### src/rtl/fetch_inst_buffer_if.sv
// Fetch-to-decode handshake bundle for fetch_inst_buffer: two enqueue slots
// from fetch, two presented entries toward decode, plus the full/ready controls.
interface fetch_inst_buffer_if #(
    parameter int DATA_W = 100
);
    logic              in0_valid;
    logic [DATA_W-1:0] in0_data;
    logic              in1_valid;
    logic [DATA_W-1:0] in1_data;
    logic              full;
    logic              out0_valid;
    logic [DATA_W-1:0] out0_data;
    logic              out1_valid;
    logic [DATA_W-1:0] out1_data;
    logic              out_ready;

    // Driven by the fetch/decode side
    modport master (
        output in0_valid, in0_data, in1_valid, in1_data, out_ready,
        input  full, out0_valid, out0_data, out1_valid, out1_data
    );

    // Driven by the buffer
    modport slave (
        input  in0_valid, in0_data, in1_valid, in1_data, out_ready,
        output full, out0_valid, out0_data, out1_valid, out1_data
    );
endinterface

### src/rtl/fetch_inst_buffer.sv
// Two-in/two-out circular instruction queue between fetch and decode.
// Optional full-cycle counter enabled by defining FIB_STALL_CNT_EN.
module fetch_inst_buffer #(
    parameter int DEPTH  = 16,
    parameter int DATA_W = 100
) (
    input  logic                     clk,
    input  logic                     rst,
    input  logic                     flush,
    fetch_inst_buffer_if.slave       bus,
    output logic [$clog2(DEPTH):0]   count,
    output logic [31:0]              stall_cnt
);
    localparam int AW = $clog2(DEPTH);
    localparam int CW = AW + 1;

    logic [DATA_W-1:0] mem [DEPTH];
    logic [AW-1:0]     head;
    logic [AW-1:0]     tail;
    logic [CW-1:0]     count_q;

    logic              full;
    logic              enq_en;
    logic              deq_en;
    logic [1:0]        enq_n;
    logic [1:0]        deq_n;
    logic              wr0_en;
    logic              wr1_en;
    logic [DATA_W-1:0] wr0_data;
    logic [AW-1:0]     tail_p1;
    logic [AW-1:0]     head_p1;

    // Full leaves room for one more pair, so an accepted pair can never overflow.
    assign full    = count_q > CW'(DEPTH - 2);
    assign enq_en  = !full && !flush;
    assign deq_en  = bus.out_ready && !flush;
    assign tail_p1 = tail + AW'(1);
    assign head_p1 = head + AW'(1);

    // NOTE: every always_comb output gets a default first so no path can infer a latch.
    always_comb begin
        enq_n    = 2'd0;
        deq_n    = 2'd0;
        wr0_en   = 1'b0;
        wr1_en   = 1'b0;
        wr0_data = bus.in1_data;
        if (enq_en) begin
            enq_n  = {1'b0, bus.in0_valid} + {1'b0, bus.in1_valid};
            wr0_en = bus.in0_valid || bus.in1_valid;
            wr1_en = bus.in0_valid && bus.in1_valid;
        end
        if (bus.in0_valid) begin
            wr0_data = bus.in0_data;
        end
        if (deq_en) begin
            deq_n = {1'b0, bus.out0_valid} + {1'b0, bus.out1_valid};
        end
    end

    // NOTE: payload RAM has no reset; valid flags derived from count_q qualify its contents.
    always_ff @(posedge clk) begin
        if (wr0_en) begin
            mem[tail] <= wr0_data;
        end
        if (wr1_en) begin
            mem[tail_p1] <= bus.in1_data;
        end
    end

    // NOTE: sequential state uses non-blocking assignments so every register samples pre-edge values.
    always_ff @(posedge clk) begin
        if (rst || flush) begin
            head    <= '0;
            tail    <= '0;
            count_q <= '0;
        end else begin
            head    <= head + AW'(deq_n);
            tail    <= tail + AW'(enq_n);
            count_q <= count_q + CW'(enq_n) - CW'(deq_n);
        end
    end

    // Outputs read only registered storage, so a fresh write appears one cycle later.
    assign bus.full       = full;
    assign bus.out0_valid = count_q != '0;
    assign bus.out1_valid = count_q >= CW'(2);
    assign bus.out0_data  = mem[head];
    assign bus.out1_data  = mem[head_p1];
    assign count          = count_q;

`ifdef FIB_STALL_CNT_EN
    logic [31:0] stall_q;

    always_ff @(posedge clk) begin
        if (rst) begin
            stall_q <= '0;
        end else if (full && (stall_q != '1)) begin
            stall_q <= stall_q + 32'd1;
        end
    end

    assign stall_cnt = stall_q;
`else
    assign stall_cnt = '0;
`endif

endmodule

### src/flat_wrapper.sv
// flat-port wrapper written by rule: the top's interface ports become plain ports
module fetch_inst_buffer_flat 
#(
    parameter int DEPTH  = 16,
    parameter int DATA_W = 100
)
  (clk, rst, flush, count, stall_cnt, bus_in0_valid, bus_in0_data, bus_in1_valid, bus_in1_data, bus_out_ready, bus_full, bus_out0_valid, bus_out0_data, bus_out1_valid, bus_out1_data);
  fetch_inst_buffer_if #(.DATA_W(DATA_W)) bus_i ();
  input  logic clk;
  input  logic rst;
  input  logic flush;
  output logic [$clog2(DEPTH):0] count;
  output logic [31:0] stall_cnt;
  input wire logic [$bits(bus_i.in0_valid)-1:0] bus_in0_valid;
  input wire logic [$bits(bus_i.in0_data)-1:0] bus_in0_data;
  input wire logic [$bits(bus_i.in1_valid)-1:0] bus_in1_valid;
  input wire logic [$bits(bus_i.in1_data)-1:0] bus_in1_data;
  input wire logic [$bits(bus_i.out_ready)-1:0] bus_out_ready;
  output wire logic [$bits(bus_i.full)-1:0] bus_full;
  output wire logic [$bits(bus_i.out0_valid)-1:0] bus_out0_valid;
  output wire logic [$bits(bus_i.out0_data)-1:0] bus_out0_data;
  output wire logic [$bits(bus_i.out1_valid)-1:0] bus_out1_valid;
  output wire logic [$bits(bus_i.out1_data)-1:0] bus_out1_data;
  assign bus_i.in0_valid = bus_in0_valid;
  assign bus_i.in0_data = bus_in0_data;
  assign bus_i.in1_valid = bus_in1_valid;
  assign bus_i.in1_data = bus_in1_data;
  assign bus_i.out_ready = bus_out_ready;
  assign bus_full = bus_i.full;
  assign bus_out0_valid = bus_i.out0_valid;
  assign bus_out0_data = bus_i.out0_data;
  assign bus_out1_valid = bus_i.out1_valid;
  assign bus_out1_data = bus_i.out1_data;
  fetch_inst_buffer #(.DEPTH(DEPTH), .DATA_W(DATA_W)) u_core (.clk(clk), .rst(rst), .flush(flush), .bus(bus_i), .count(count), .stall_cnt(stall_cnt));
endmodule
### config.mk
export PLATFORM = sky130hd
export DESIGN_NAME = fetch_inst_buffer_flat
export DESIGN_NICKNAME = d
export VERILOG_FILES = /design/src/rtl/fetch_inst_buffer_if.sv /design/src/rtl/fetch_inst_buffer.sv /design/src/flat_wrapper.sv
export SDC_FILE = /design/constraint.sdc
export NUM_CORES = 2
export LEC_CHECK = 0
export ABC_AREA = 0
export CAP_MARGIN = 40
export CORE_AREA = 2 2 434 436
export DETAILED_ROUTE_END_ITERATION = 12
export DIE_AREA = 0 0 436 438
export GPL_ROUTABILITY_DRIVEN = 0
export MAX_ROUTING_LAYER = met4
export PLACE_DENSITY = 0.65
export REMOVE_ABC_BUFFERS = 1
export SLEW_MARGIN = 20
export SYNTH_ARGS = -nofsm -noshare
export SYNTH_HDL_FRONTEND = slang
export SYNTH_SLANG_ARGS = --single-unit
### constraint.sdc
create_clock -name clk -period 15.45 [get_ports clk]
set_clock_uncertainty 0.2 [all_clocks]
set_input_delay 1.545 -clock clk [delete_from_list [all_inputs] [get_ports clk]]
set_output_delay 1.545 -clock clk [all_outputs]
set_load 0.02 [all_outputs]
==> impl_metrics.yaml <==
logic_synthesis:
  synth_ff_type: "edfxtp_1"
  syn-cell-area_um2: 92800
  yosysUniqueCellTypes: 47
  avgSynthCellArea_um2: 12.2
  synth_edf_count: 1600
  synthArstFlopShare_pct: 0
  syn_inst: 7594
  ys_seq_elements: 1613
  ys_seq_area_share_pct: 52.0
  yosys_warnings: 0
global_route:
  antenna_found_initial: 31
  grt_pass1_vias: 66500
  grt_pass1_wl_mm: 465
  grt_start_max_net_pins: 163
  overflow: 0
  grt_use_total_pct: 34.3
place:
  port_buffers: 413
  dp.cells: 9782
  post-dp-hpwl_mm: 176
layout:
  nets: 7712
  register_area_um2: 48300
  syn2layout_area_growth_pct: 13.7
  final_common_cell: "edfxtp_1"
  final_cell_mix: "edfxtp_1 (1600), nor2_1 (1413), a21oi_1 (1405), mux4_2 (800), clkdlybuf4s50_1 (412)"
  drive_above_1_share_pct: 18.0
  stdcell_count: 10200
  multiInputGateArea_um2: 40700
  fillCellCount: 15100
routing:
  drt-total-wl_mm: 322
  ant_nets: 0
  drt_iter0_markers: 11400
  wl_per_cell_um: 31.8
  via_count: 69200
  vias_per_cell: 6.82
  drc: 0
  first_pass_iters: 7
cts:
  root_buffer: "clkbuf_16"
  cts_resized: 0
  worst_skew_pair.late_latency_ns: 0.81
  clock_path_buffers: 3
  cts_hold_buf: 0
  cts_setup_buffers: 0
  clk_pin_slew_ns: 0.06
  cts_num_sinks: 1613
  h-tree-depth: 4
  cts_tree: "yes"
  cts_made_buffers: 177
worst_setup_path:
  r2r_cells: 11
  end_kind: "primary output"
  start_kind: "flip-flop"
  path_class: "reg -> out"
  cp_max_fo: 140
  critPathRequiredTime_ns: 13.71
  r2r_setup_slack_ns: 10.35
  worstReg2RegEnd: "u_core.mem[14][22]"
  r2r-start: "u_core.count[4]"
  cp.arrival_ns: 6.54
floorplanning:
  core_um2: 187000
  dieArea_um2: 191000
  io_pins: 446
  dieWidth_um: 436
  num_rows: 159
  fp.dieH_um: 438
  initial_core_util_pct: 49.7
sta:
  finalCriticalPeriod_ns: 8.28
  setup_viol: 0
  setup_tns_ns: 0
  timing.final.crit_share_pct: 53.6
  relSlewSlack_pct: 23.8
  hold_viol: 0
  fmax_mhz: 121
  rsz0062_at_grt: "false"
  worst_slew_pin_slew_ns: 1.14
  drv_slew: 0
power:
  power_per_cell_area_nw_per_um2: 114
  p_leak_uw: 0.0358
  ir_worst_vdd_mv: 0.118
run:
  maxCapViolCount: 0
min_path:
  min_from: "u_core.tail[2]"
  min_to: "u_core.tail[2]"
  worstHoldPathCells: 2
  hold_class: "reg -> reg"
status:
  status: "complete, no violations"
-- metrics by stage --
stage / power, uW / hold slack (ns) / worst slack [ns] / util [%] / area [um^2]
after floorplan: 8340 / 0.339 / -21.15 / - / 88800
after global placement: 7800 / 0.370 / 7.93 / 52.6 / 98200
after detailed placement: 7870 / 0.387 / 7.82 / 53.4 / 99600
after CTS: 12000 / 0.399 / 6.94 / 56.3 / 105000
after global routing: 12300 / 0.438 / 6.74 / 56.5 / 106000
final: 12000 / 0.390 / 7.17 / 56.5 / 106000
-- where the power goes --
group	switching (uW)	internal [uW]	total, uW
Clock	1820	2350	4180
Sequential	51.0	4950	5000
Combinational	1480	1330	2810
-- how the worst max path moves through the flow --
stage | slack, ns | start | endpoint | cells past startpoint
after floorplan | -21.15 | u_core.head[0] | bus_out1_data[99] | 4
after global placement | 7.93 | u_core.head[0] | bus_out1_data[60] | 8
after detailed placement | 7.82 | u_core.head[0] | bus_out1_data[60] | 8
after CTS | 6.94 | u_core.head[0] | bus_out1_data[60] | 8
after global routing | 6.74 | u_core.head[0] | bus_out1_data[85] | 9
final | 7.17 | u_core.head[1] | bus_out1_data[60] | 9
-- registers in the layout (all words and copies together), names as in the netlist --
| signal | flops |
|---|---|
| u_core.head | 4 |
| u_core.mem | 1600 |
| u_core.tail | 4 |
| u_core.count | 5 |
-- routing by layer --
metal  up-vias  routed length (um)  share of wire, %  global-route usage (%)
met5         -                   0                 0                       -
met4         0               17000               5.3                    16.5
met3       821               39100                12                    5.92
met2      5325              149000                46                    51.7
met1     34500              117000                36                    45.6
li1      28500                   -                 -                       -
-- cells in the mapped netlist, types with 14 or more instances --
| cell | n | area, um^2 |
|---|---|---|
| a211oi_1 | 80 | 601 |
| a21boi_0 | 200 | 1500 |
| a21oi_1 | 1405 | 7030 |
| a221o_1 | 20 | 200 |
| a22o_1 | 120 | 1050 |
| a31oi_1 | 80 | 500 |
| buf_1 | 69 | 259 |
| buf_2 | 144 | 721 |
| buf_4 | 57 | 428 |
| clkbuf_1 | 705 | 2650 |
| edfxtp_1 | 1600 | 48000 |
| ha_1 | 18 | 225 |
| inv_1 | 116 | 435 |
| mux2i_1 | 300 | 3000 |
| mux4_2 | 800 | 18000 |
| nand2_1 | 170 | 638 |
| nor2_1 | 1415 | 5310 |
| nor2b_1 | 88 | 551 |
| o2111ai_1 | 14 | 123 |
| o21ai_0 | 17 | 85.1 |
| or3_1 | 102 | 638 |
-- worst max-delay path, cell delays in order, from the launching register on --
cell and delay, ns:
dfxtp_4 0.81, ha_4 0.77, buf_12 0.66, buf_4 0.46
buf_16 0.31, buf_4 0.61, mux4_2 0.42, a22o_1 0.24
or3_1 0.50, clkdlybuf4s50_1 0.60
-- cells by family (layout without fill, tap and decap cells) --
| group | after synthesis | count (layout) | share of synthesized area [%] |
|---|---|---|---|
| other | 1 | 59 | 0.00404 |
| AOI/OAI and AO/OA | 1944 | 1944 | 12.0 |
| xor gates and xnor gates | 6 | 6 | 0.0566 |
| muxes | 1100 | 1100 | 22.6 |
| DFF | 1613 | 1613 | 52.0 |
| adders and majority gates | 22 | 22 | 0.329 |
| buffers and inverters | 1103 | 1106 | 4.97 |
| and+or+nand+nor | 1805 | 1805 | 7.92 |
-- final cells by class --
cell class	instances	area share, %
tap	2495	2.96
multi-input combinational	4909	38.6
timing repair buffer	665	6.93
antenna	27	0.0640
sequential	1613	45.8
clock inverter	103	0.799
inverter	118	0.425
clock buffer	220	4.45
Power figures use the tool's default switching activity.
